[src/rtl/elevator_call_conditioner.sv]
// Synchronize, debounce and one-shot 7 elevator call buttons; lamps latch until the floor is served.
// Press-to-pulse latency S+DEBOUNCE_CYCLES+1 edges; CALL_SYNC_2FF_EN selects the 2-flop synchronizer (S=2).
module elevator_call_conditioner #(
  parameter int DEBOUNCE_CYCLES = 4,
  parameter int PULSE_LEN       = 2
) (
  input  logic       clk,
  input  logic       rst_n,
  input  logic [6:0] btn_raw,
  input  logic       floor_1_indi,
  input  logic       floor_2_indi,
  input  logic       floor_3_indi,
  input  logic       door_open,
  output logic [6:0] req_pulse,
  output logic [6:0] call_lamp
);

  localparam logic [7:0] CNT_LAST = 8'(DEBOUNCE_CYCLES - 1);
  localparam logic [3:0] PLS_LAST = 4'(PULSE_LEN - 1);

  typedef enum logic {IDLE, PULSE} state_t;

  logic [6:0] w_sync;

`ifdef CALL_SYNC_2FF_EN
  logic [6:0] r_sync1;
  logic [6:0] r_sync2;
  always_ff @(posedge clk or negedge rst_n) begin
    if (!rst_n) begin
      r_sync1 <= '0;
      r_sync2 <= '0;
    end else begin
      r_sync1 <= btn_raw;
      r_sync2 <= r_sync1;
    end
  end
  assign w_sync = r_sync2;
`else
  logic [6:0] r_sync1;
  always_ff @(posedge clk or negedge rst_n) begin
    if (!rst_n) r_sync1 <= '0;
    else        r_sync1 <= btn_raw;
  end
  assign w_sync = r_sync1;
`endif

  logic [7:0] r_cnt [7];
  logic [6:0] r_acc;
  logic [6:0] r_acc_d;

  // The accepted level flips only after DEBOUNCE_CYCLES consecutive disagreeing samples.
  always_ff @(posedge clk or negedge rst_n) begin
    if (!rst_n) begin
      for (int i = 0; i < 7; i++) r_cnt[i] <= '0;
      r_acc   <= '0;
      r_acc_d <= '0;
    end else begin
      for (int i = 0; i < 7; i++) begin
        if (w_sync[i] != r_acc[i]) begin
          if (r_cnt[i] == CNT_LAST) begin
            r_acc[i] <= ~r_acc[i];
            r_cnt[i] <= '0;
          end else begin
            r_cnt[i] <= r_cnt[i] + 8'd1;
          end
        end else begin
          r_cnt[i] <= '0;
        end
      end
      r_acc_d <= r_acc;
    end
  end

  logic [6:0] w_press;
  logic [6:0] w_clr;

  assign w_press = r_acc & ~r_acc_d;
  // Bit map: 0 f1 up, 1 f2 down, 2 f2 up, 3 f3 down, 4 f1 car, 5 f2 car, 6 f3 car.
  assign w_clr = {floor_3_indi, floor_2_indi, floor_1_indi, floor_3_indi,
                  floor_2_indi, floor_2_indi, floor_1_indi} & {7{door_open}};

  state_t     r_state     [7];
  state_t     w_state_nxt [7];
  logic [3:0] r_pcnt      [7];
  logic [3:0] w_pcnt_nxt  [7];
  logic [6:0] r_lamp;
  logic [6:0] w_lamp_nxt;

  always_ff @(posedge clk or negedge rst_n) begin
    if (!rst_n) begin
      for (int i = 0; i < 7; i++) begin
        r_state[i] <= IDLE;
        r_pcnt[i]  <= '0;
      end
      r_lamp <= '0;
    end else begin
      for (int i = 0; i < 7; i++) begin
        r_state[i] <= w_state_nxt[i];
        r_pcnt[i]  <= w_pcnt_nxt[i];
      end
      r_lamp <= w_lamp_nxt;
    end
  end

  // A service clear on the same edge as a press wins: the call is already answered.
  always_comb begin
    for (int i = 0; i < 7; i++) begin
      w_state_nxt[i] = r_state[i];
      w_pcnt_nxt[i]  = r_pcnt[i];
      w_lamp_nxt[i]  = r_lamp[i] & ~w_clr[i];
      case (r_state[i])
        IDLE: begin
          if (w_press[i] && !r_lamp[i] && !w_clr[i]) begin
            w_state_nxt[i] = PULSE;
            w_pcnt_nxt[i]  = '0;
            w_lamp_nxt[i]  = 1'b1;
          end
        end
        PULSE: begin
          if (r_pcnt[i] == PLS_LAST) w_state_nxt[i] = IDLE;
          else                       w_pcnt_nxt[i]  = r_pcnt[i] + 4'd1;
        end
        default: w_state_nxt[i] = IDLE;
      endcase
    end
  end

  always_comb begin
    for (int i = 0; i < 7; i++) req_pulse[i] = (r_state[i] == PULSE);
  end

  assign call_lamp = r_lamp;

endmodule

[config.mk]
export PLATFORM = sky130hd
export DESIGN_NAME = elevator_call_conditioner
export DESIGN_NICKNAME = d
export VERILOG_FILES = /design/src/rtl/elevator_call_conditioner.sv
export SDC_FILE = /design/constraint.sdc
export NUM_CORES = 1
export LEC_CHECK = 0
export CAP_MARGIN = 30
export CORE_ASPECT_RATIO = 1.4
export CORE_MARGIN = 2
export CORE_UTILIZATION = 40
export CTS_CLUSTER_SIZE = 16
export DETAILED_ROUTE_END_ITERATION = 12
export GPL_ROUTABILITY_DRIVEN = 0
export PLACE_DENSITY_LB_ADDON = 0.08
export RECOVER_POWER = 25
export SETUP_SLACK_MARGIN = 0.1
export SLEW_MARGIN = 15
export SYNTH_ARGS = -nofsm -noshare
export SYNTH_HDL_FRONTEND = slang
export SYNTH_SLANG_ARGS = --single-unit
[constraint.sdc]
create_clock -name clk -period 1.3 [get_ports clk]
set_input_delay 0.26 -clock clk [delete_from_list [all_inputs] [get_ports clk]]
set_output_delay 0.26 -clock clk [all_outputs]
set_load 0.005 [all_outputs]
==> metrics.csv, run 1 <==
stage;metric;value;unit
status;status;finished, violations left;
status;failing checks;negative setup slack;
logic_synthesis;Synth Area per Inst;11.3;sq um
detailed_routing;Final ANT Viol Nets;0;
setup_path;Crit path buffers/inverters;0;
job;Max-cap violations;0;
logic_synthesis;synthesized flop and latch total;119;
final_layout;Layout Nets;654;
final_layout;most frequent cells in the layout;dfrtp_1 (118), buf_4 (72), nor2_2 (35), xor2_1 (32), nand3_1 (27);
floorplanning;num rows;50;
clocking;clock-pin slew on the worst setup and hold paths;50;ps
setup_path;data required time of the worst path;1600;ps
detailed_routing;Via Count;3910;
detailed_routing;Initial DRC Count;109;
timing;Max Slew Vio Count;0;
logic_synthesis;Seq/Total Area, Yosys;0.555;
timing;Slew Limit Headroom;0.680;
power_and_ir_drop;Peak supply drop;1.13;mV
timing;worst slew pin tran;479;ps
timing;RSZ-0062 raised after global routing;yes;
timing;Tcrit/Tclk final;1.02;
setup_path;CP arrival;1630;ps
logic_synthesis;post-synth cell types;37;
clocking;CTS max path bufs;2;
setup_path;reg-to-reg startpoint;r_cnt[16]$_DFF_PN0_;
global_routing;largest net degree at the start of global routing;47;
setup_path;Crit path max-delay family;simple AND/OR/NAND/NOR gates;
final_layout;Area growth syn-to-layout;50.0;%
timing;endpoints failing hold;0;
detailed_routing;DR WL/cell;14.1;um
detailed_routing;WL met3;241;um
power_and_ir_drop;power density over cell area;2160;nW/um^2
global_routing;total gr overflow;0;
logic_synthesis;Async S/R FF share, synth;1.00;
clocking;# clock sinks;119;
clocking;TritonCTS Buffers;17;
global_routing;first-pass GRT wire length;18100;um
logic_synthesis;Ys Warns;0;
global_routing;initial antenna violation count;0;
clocking;CTS HTree Levels;4;
final_layout;most common cell after layout, fill and taps aside;dfrtp_1;
detailed_routing;M1 WL;4740;um
worst_hold_path;Worst Hold Class;primary input to async pin;
floorplanning;Die Height;141;um
final_layout;ratio of cells with drive above 1 in the final layout;0.498;
setup_path;startpoint class of the critical path;flip-flop;
detailed_routing;top layer in use;met4;
detailed_routing;TritonRoute pass-1 iters;4;
logic_synthesis;synthesized area;5360;sq um
place;pre-CTS WS;-321;ps
logic_synthesis;Synth Flop Type;dfrtp_1;
clocking;clk_lat worst skew;410;ps
floorplanning;Starting Density;0.404;
final_layout;n_diodes;0;
detailed_routing;# DRC;0;
global_routing;Global Route Usage Sum;0.163;
final_layout;Util after Layout;0.606;
setup_path;critical path cell sequence;ha_2 -> nor4b_4 -> nand2_2 -> mux2_4;
setup_path;Slowest Stage Delay on Critical Path;350;ps
power_and_ir_drop;P_leak;3.55;nW
setup_path;Critical Path Start;r_cnt[16]$_DFF_PN0_;
setup_path;slowest CP cell;dfrtp_1;
place;hpwl dp;6950;um
timing;post-route setup slack;-27.7;ps
timing;Max Fclk;753;MHz
floorplanning;die area;14400;sq um
final_layout;Final Non-Filler Cells;807;
clocking;CTS tree;built;
detailed_routing;via/cell ratio;4.85;
clocking;Root Driver;clkbuf_16;
global_routing;number of global-route vias before repair;4093;
detailed_routing;Detailed Route WL;11400;um
place;number of port buffers;26;
timing;Clock Skews;4.11;ps
timing;Fin Hold WS;340;ps
timing;fin crit period;1330;ps
floorplanning;core area;13300;sq um
logic_synthesis;Post-synth EDFFs;0;
setup_path;Worst Setup End Kind;flip-flop;
floorplanning;I/O pin count;27;
floorplanning;Die Width;102;um
setup_path;CP Class;flip-flop to flip-flop;
setup_path;crit path max fanout;3;
place;Post-Place Cells;726;
detailed_routing;DR WL met2;6220;um
timing;Setup-failing EPs final;7;
logic_synthesis;Synth Net Count;517;
logic_synthesis;Cells after Synth;476;
[kinds of logic (layout without fill, tap and decap cells)]
group           Yosys count  in the layout  synth area share
simple gates            214            214             0.212
mux                      10             10            0.0203
compound gates           37             37            0.0485
fa+ha+maj                28             28            0.0653
buf+inv                  14            163           0.00980
flops                   119            119             0.555
xor+xnor                 54             54            0.0882
[report_power, final]
group          internal [mW]  total (mW)  leakage [nW]  switching (mW)
clock                   3.48        5.07         0.310            1.59
combinational           3.53        6.65          1.68            3.13
sequential              4.72        5.68          1.56           0.956
total                   11.7        17.4          3.55            5.68
[final cells by class]
type	count	area, sq um
Multi-Input combinational cell	343	3190
Clock inverter	9	173
Sequential cell	119	2980
Clock buffer	22	464
Tap cell	182	228
Inverter	14	52.6
Fill cell	1105	5220
Timing Repair Buffer	118	957
[flip-flops by register name, indices dropped and copies added, names as in the netlist]
register	cells
call_lamp	7
r_acc	7
r_acc_d	7
r_cnt	56
r_pcnt	28
r_sync1	7
req_pulse	7
[what timing repair did]
| action | in CTS | in global routing |
|---|---|---|
| pin swaps | 47 | 69 |
| hold buffers | 1 | 0 |
| endpoints found under the hold margin | 28 | 0 |
| endpoints found under the setup margin | 93 | 104 |
| buffers inserted | 37 | 14 |
| resized for setup | 126 | 141 |
[final timing paths]
| path | endpoint | slack, ps | depth (start not counted) |
|---|---|---|---|
| max | r_acc[4]$_DFFE_PN0P_ | -30 | 4 |
| min | r_pcnt[8]$_DFFE_PN0P_ | 340 | 2 |
| max reg2reg | r_acc[4]$_DFFE_PN0P_ | -30 | 4 |
| min reg2reg | r_acc_d[1]$_DFF_PN0_ | 450 | 0 |
| max in group asynchronous | r_cnt[15]$_DFF_PN0_ | 160 | 3 |
| min in group clk | r_sync1[2]$_DFF_PN0_ | 400 | 1 |
[Yosys cell counts (3+ instances only)]
master / number / share of area
and3_1: 13 / 0.015
and3b_1: 3 / 0.0049
dfrtp_1: 119 / 0.56
ha_1: 28 / 0.065
inv_1: 14 / 0.0098
mux2_1: 7 / 0.015
mux2i_1: 3 / 0.0056
nand2_1: 48 / 0.034
nand2b_1: 5 / 0.0058
nand3_1: 43 / 0.040
nand3b_1: 3 / 0.0042
nand4_1: 4 / 0.0047
nor2_1: 60 / 0.042
nor2b_1: 5 / 0.0058
nor3_1: 7 / 0.0065
nor3_2: 3 / 0.0056
nor4b_1: 4 / 0.0065
nor4b_2: 8 / 0.022
o21ai_0: 11 / 0.010
o21ai_1: 4 / 0.0037
o21ai_2: 3 / 0.0049
o22ai_1: 7 / 0.0082
xnor2_1: 17 / 0.028
xor2_1: 37 / 0.060
[per-layer routing]
| layer | global-route usage | vias up |
|---|---|---|
| met3 | 0.0501 | 13 |
| met2 | 0.279 | 30 |
| met1 | 0.186 | 1959 |
| met5 | 0 | - |
| met4 | 0.0674 | 0 |
| li1 | - | 1908 |
[through the flow]
| stage | power (mW) | TNS [ps] | cell area [sq um] |
|---|---|---|---|
| final | 17.4 | -63.8 | 8040 |
| after detailed placement | 9.66 | -7330 | 6230 |
| after CTS | 16.1 | -4.54 | 7370 |
| after global placement | 9.59 | -6550 | 6230 |
| after floorplan | 7.85 | 0 | 5400 |
| after global routing | 18.5 | -988 | 8040 |
Power figures use the tool's default switching activity.
==> run 2, diff against run 1 <==
--- a/config.mk
+++ b/config.mk
@@ -9,6 +9,7 @@
 export CORE_ASPECT_RATIO = 1.4
 export CORE_MARGIN = 2
 export CORE_UTILIZATION = 40
+export CTS_BUF_LIST = sky130_fd_sc_hd__clkbuf_16
 export CTS_CLUSTER_SIZE = 16
 export DETAILED_ROUTE_END_ITERATION = 12
 export GPL_ROUTABILITY_DRIVEN = 0
@@ -19,3 +20,4 @@
 export SYNTH_ARGS = -nofsm -noshare
 export SYNTH_HDL_FRONTEND = slang
 export SYNTH_SLANG_ARGS = --single-unit
+export TNS_END_PERCENT = 50
==> run 2 against run 1 <==
- the run still ends with negative setup slack left
- non-clock buffer count decreased by 12
- clock power decreased by 20%
- via count decreased by 0.77%
- first-iteration DRC count decreased by 8.3%
- die area unchanged
- critical path depth unchanged
- utilization decreased by 1.9 points
- wire length decreased by 1.8%
- worst setup slack improved by 6.8 ps
- highest routed layer unchanged
==> metrics.csv, run 2 (same netlist as run 1, synthesis figures left out) <==
stage;metric;value;unit;change
timing;Tcrit/Tclk final;1.02;;about the same
place;number of port buffers;26;;unchanged
global_routing;number of global-route vias before repair;4057;;was 4093
clocking;TritonCTS Buffers;17;;unchanged
setup_path;crit path max fanout;3;;unchanged
detailed_routing;Final ANT Viol Nets;0;;unchanged
timing;Slew Limit Headroom;0.643;;was 0.680
timing;Clock Skews;7.37;ps;was 4.11 ps
timing;post-route setup slack;-20.9;ps;was -27.7 ps
final_layout;Final Cell Area;7790;sq um;was 8040 sq um
detailed_routing;via/cell ratio;4.88;;was 4.85
timing;Max Fclk;757;MHz;was 753 MHz
timing;worst slew pin tran;535;ps;was 479 ps
clocking;CTS max path bufs;2;;unchanged
power_and_ir_drop;P_leak;3.46;nW;was 3.55 nW
floorplanning;Die Width;102;um;unchanged
status;status;finished, violations left;;unchanged
setup_path;slowest CP cell;dfrtp_1;;unchanged
final_layout;most frequent cells in the layout;dfrtp_1 (116), buf_4 (61), xor2_1 (34), nand3_1 (28), nor2_1 (26);;was dfrtp_1 (118), buf_4 (72), nor2_2 (35), xor2_1 (32), nand3_1 (27)
power_and_ir_drop;power density over cell area;2070;nW/um^2;was 2160 nW/um^2
global_routing;total gr overflow;0;;unchanged
floorplanning;die area;14400;sq um;unchanged
timing;endpoints failing hold;0;;unchanged
clocking;# clock sinks;119;;unchanged
global_routing;met2 usage;0.274;;was 0.279
global_routing;Global Route Usage Sum;0.166;;was 0.163
timing;setup TNS;-36.7;ps;was -63.8 ps
global_routing;grt met3 use;0.0491;;was 0.0501
setup_path;Worst Setup End Kind;flip-flop;;unchanged
detailed_routing;TritonRoute pass-1 iters;4;;unchanged
worst_hold_path;Worst Hold Class;primary input to async pin;;unchanged
global_routing;met1 Use GR;0.196;;was 0.186
final_layout;Largest regs;r_cnt x56, r_pcnt x28;;unchanged
final_layout;Area growth syn-to-layout;45.4;%;was 50.0%
final_layout;Top reg by flops;r_cnt;;unchanged
clocking;clock-pin slew on the worst setup and hold paths;50;ps;about the same
place;hpwl dp;6790;um;was 6950 um
floorplanning;I/O pin count;27;;unchanged
floorplanning;core area;13300;sq um;unchanged
global_routing;largest net degree at the start of global routing;54;;was 47
setup_path;Slowest Stage Delay on Critical Path;360;ps;was 350 ps
final_layout;Layout Nets;642;;was 654
status;failing checks;negative setup slack;;unchanged
detailed_routing;Initial DRC Count;100;;was 109
setup_path;data required time of the worst path;1600;ps;about the same
global_routing;initial antenna violation count;0;;unchanged
final_layout;Largest register FFs;56;;unchanged
floorplanning;Starting Density;0.404;;unchanged
floorplanning;num rows;50;;unchanged
final_layout;most common cell after layout, fill and taps aside;dfrtp_1;;unchanged
timing;fin crit period;1320;ps;was 1330 ps
clocking;clk_lat worst skew;410;ps;about the same
timing;Setup-failing EPs final;4;;was 7
setup_path;critical path cell sequence;ha_2 -> nor4b_4 -> nand2_2 -> mux2_4;;unchanged
timing;RSZ-0062 raised after global routing;yes;;unchanged
final_layout;n_diodes;0;;unchanged
detailed_routing;DR WL/cell;14.1;um;about the same
job;Max-cap violations;0;;unchanged
detailed_routing;# DRC;0;;unchanged
final_layout;ratio of cells with drive above 1 in the final layout;0.455;;was 0.498
setup_path;CP Class;flip-flop to flip-flop;;unchanged
setup_path;CP arrival;1620;ps;was 1630 ps
setup_path;startpoint class of the critical path;flip-flop;;unchanged
detailed_routing;Detailed Route WL;11200;um;was 11400 um
floorplanning;Die Height;141;um;unchanged
global_routing;first-pass GRT wire length;18600;um;was 18100 um
clocking;CTS tree;built;;unchanged
timing;Max Slew Vio Count;0;;unchanged
power_and_ir_drop;Peak supply drop;0.956;mV;was 1.13 mV
place;placed inst area;6230;sq um;unchanged
detailed_routing;Via Count;3880;;was 3910
global_routing;GRT busiest layer;met2;;unchanged
clocking;CTS HTree Levels;4;;unchanged
clocking;Root Driver;clkbuf_16;;unchanged
final_layout;Fillers;1129;;was 1105
## run 2: cell count changes in the layout (fill, tap and decap cells not counted), sizes merged
| cell | previous run | this run |
|---|---|---|
| clkinvlp | 1 | 0 |
| inv | 14 | 21 |
| clkbuf | 25 | 18 |
| bufinv | 5 | 1 |
| clkdlybuf4s50 | 4 | 3 |
| dlymetal6s2s | 0 | 1 |
| clkinv | 3 | 6 |
| buf | 103 | 93 |
## run 2: worst max-delay path: cells and delay by family, from the launching register on
kind / cells / cell delay [ps]
flops: 1 / 360
simple gates: 2 / 340
mux: 1 / 310
fa+ha+maj: 1 / 190
## run 2: per-layer routing
| metal | vias up | part of all wire |
|---|---|---|
| met5 | - | 0 |
| met4 | 0 | 0.024 |
| met3 | 17 | 0.029 |
| met2 | 45 | 0.52 |
| met1 | 1933 | 0.42 |
| li1 | 1885 | - |
## run 2: stage by stage
step	instances	hold WS, ps	worst slack, ps	utilization	total power [mW]
2_1_floorplan	476	-35.6	27.1	-	7.84
3_3_place_gp	727	160	-315	0.470	9.58
3_5_place_dp	727	162	-345	0.470	9.70
4_1_cts	783	264	-27.5	0.548	15.2
5_1_grt	795	378	-94.6	0.588	17.3
6_report	795	361	-20.9	0.588	16.1
## run 2: worst paths after layout
| kind | slack (ps) | endpoint | startpoint | depth (start not counted) |
|---|---|---|---|---|
| max in group asynchronous | 200 | r_cnt[20]$_DFF_PN0_ | rst_n | 3 |
| worst min-delay path | 360 | r_cnt[28]$_DFF_PN0_ | rst_n | 2 |
| worst min register to register | 450 | r_acc_d[4]$_DFF_PN0_ | r_acc[4]$_DFFE_PN0P_ | 0 |
| worst max-delay path | -20 | r_acc[3]$_DFFE_PN0P_ | r_cnt[25]$_DFF_PN0_ | 4 |
| worst max register to register | -20 | r_acc[3]$_DFFE_PN0P_ | r_cnt[25]$_DFF_PN0_ | 4 |
| min in group clk | 400 | r_sync1[5]$_DFF_PN0_ | btn_raw[5] | 1 |
## run 2: what timing repair did
| action | 4_1_cts | 5_1_grt |
|---|---|---|
| setup endpoints to repair | 95 | 103 |
| buffers inserted | 24 | 14 |
| hold buffers | 1 | 0 |
| gates cloned | 0 | 0 |
| resized for setup | 155 | 107 |
| pin swaps | 56 | 74 |
| hold endpoints to repair | 17 | 0 |
## run 2: area by class of cell
type	instances	area (sq um)	area share
repair buffers	106	871	0.112
clock buffers	17	425	0.0546
clock inverters	14	81.3	0.0104
multi-input cells	343	3150	0.404
inverters	14	55.1	0.00706
flip-flops and latches	119	2980	0.383
well taps	182	228	0.0292
## run 2: report_power, final
group	leakage [nW]	switching, mW	total [mW]	internal (mW)
clock	0.275	1.53	4.05	2.52
sequential	1.56	1.03	5.76	4.73
combinational	1.62	3.00	6.33	3.34
total	3.46	5.56	16.1	10.6
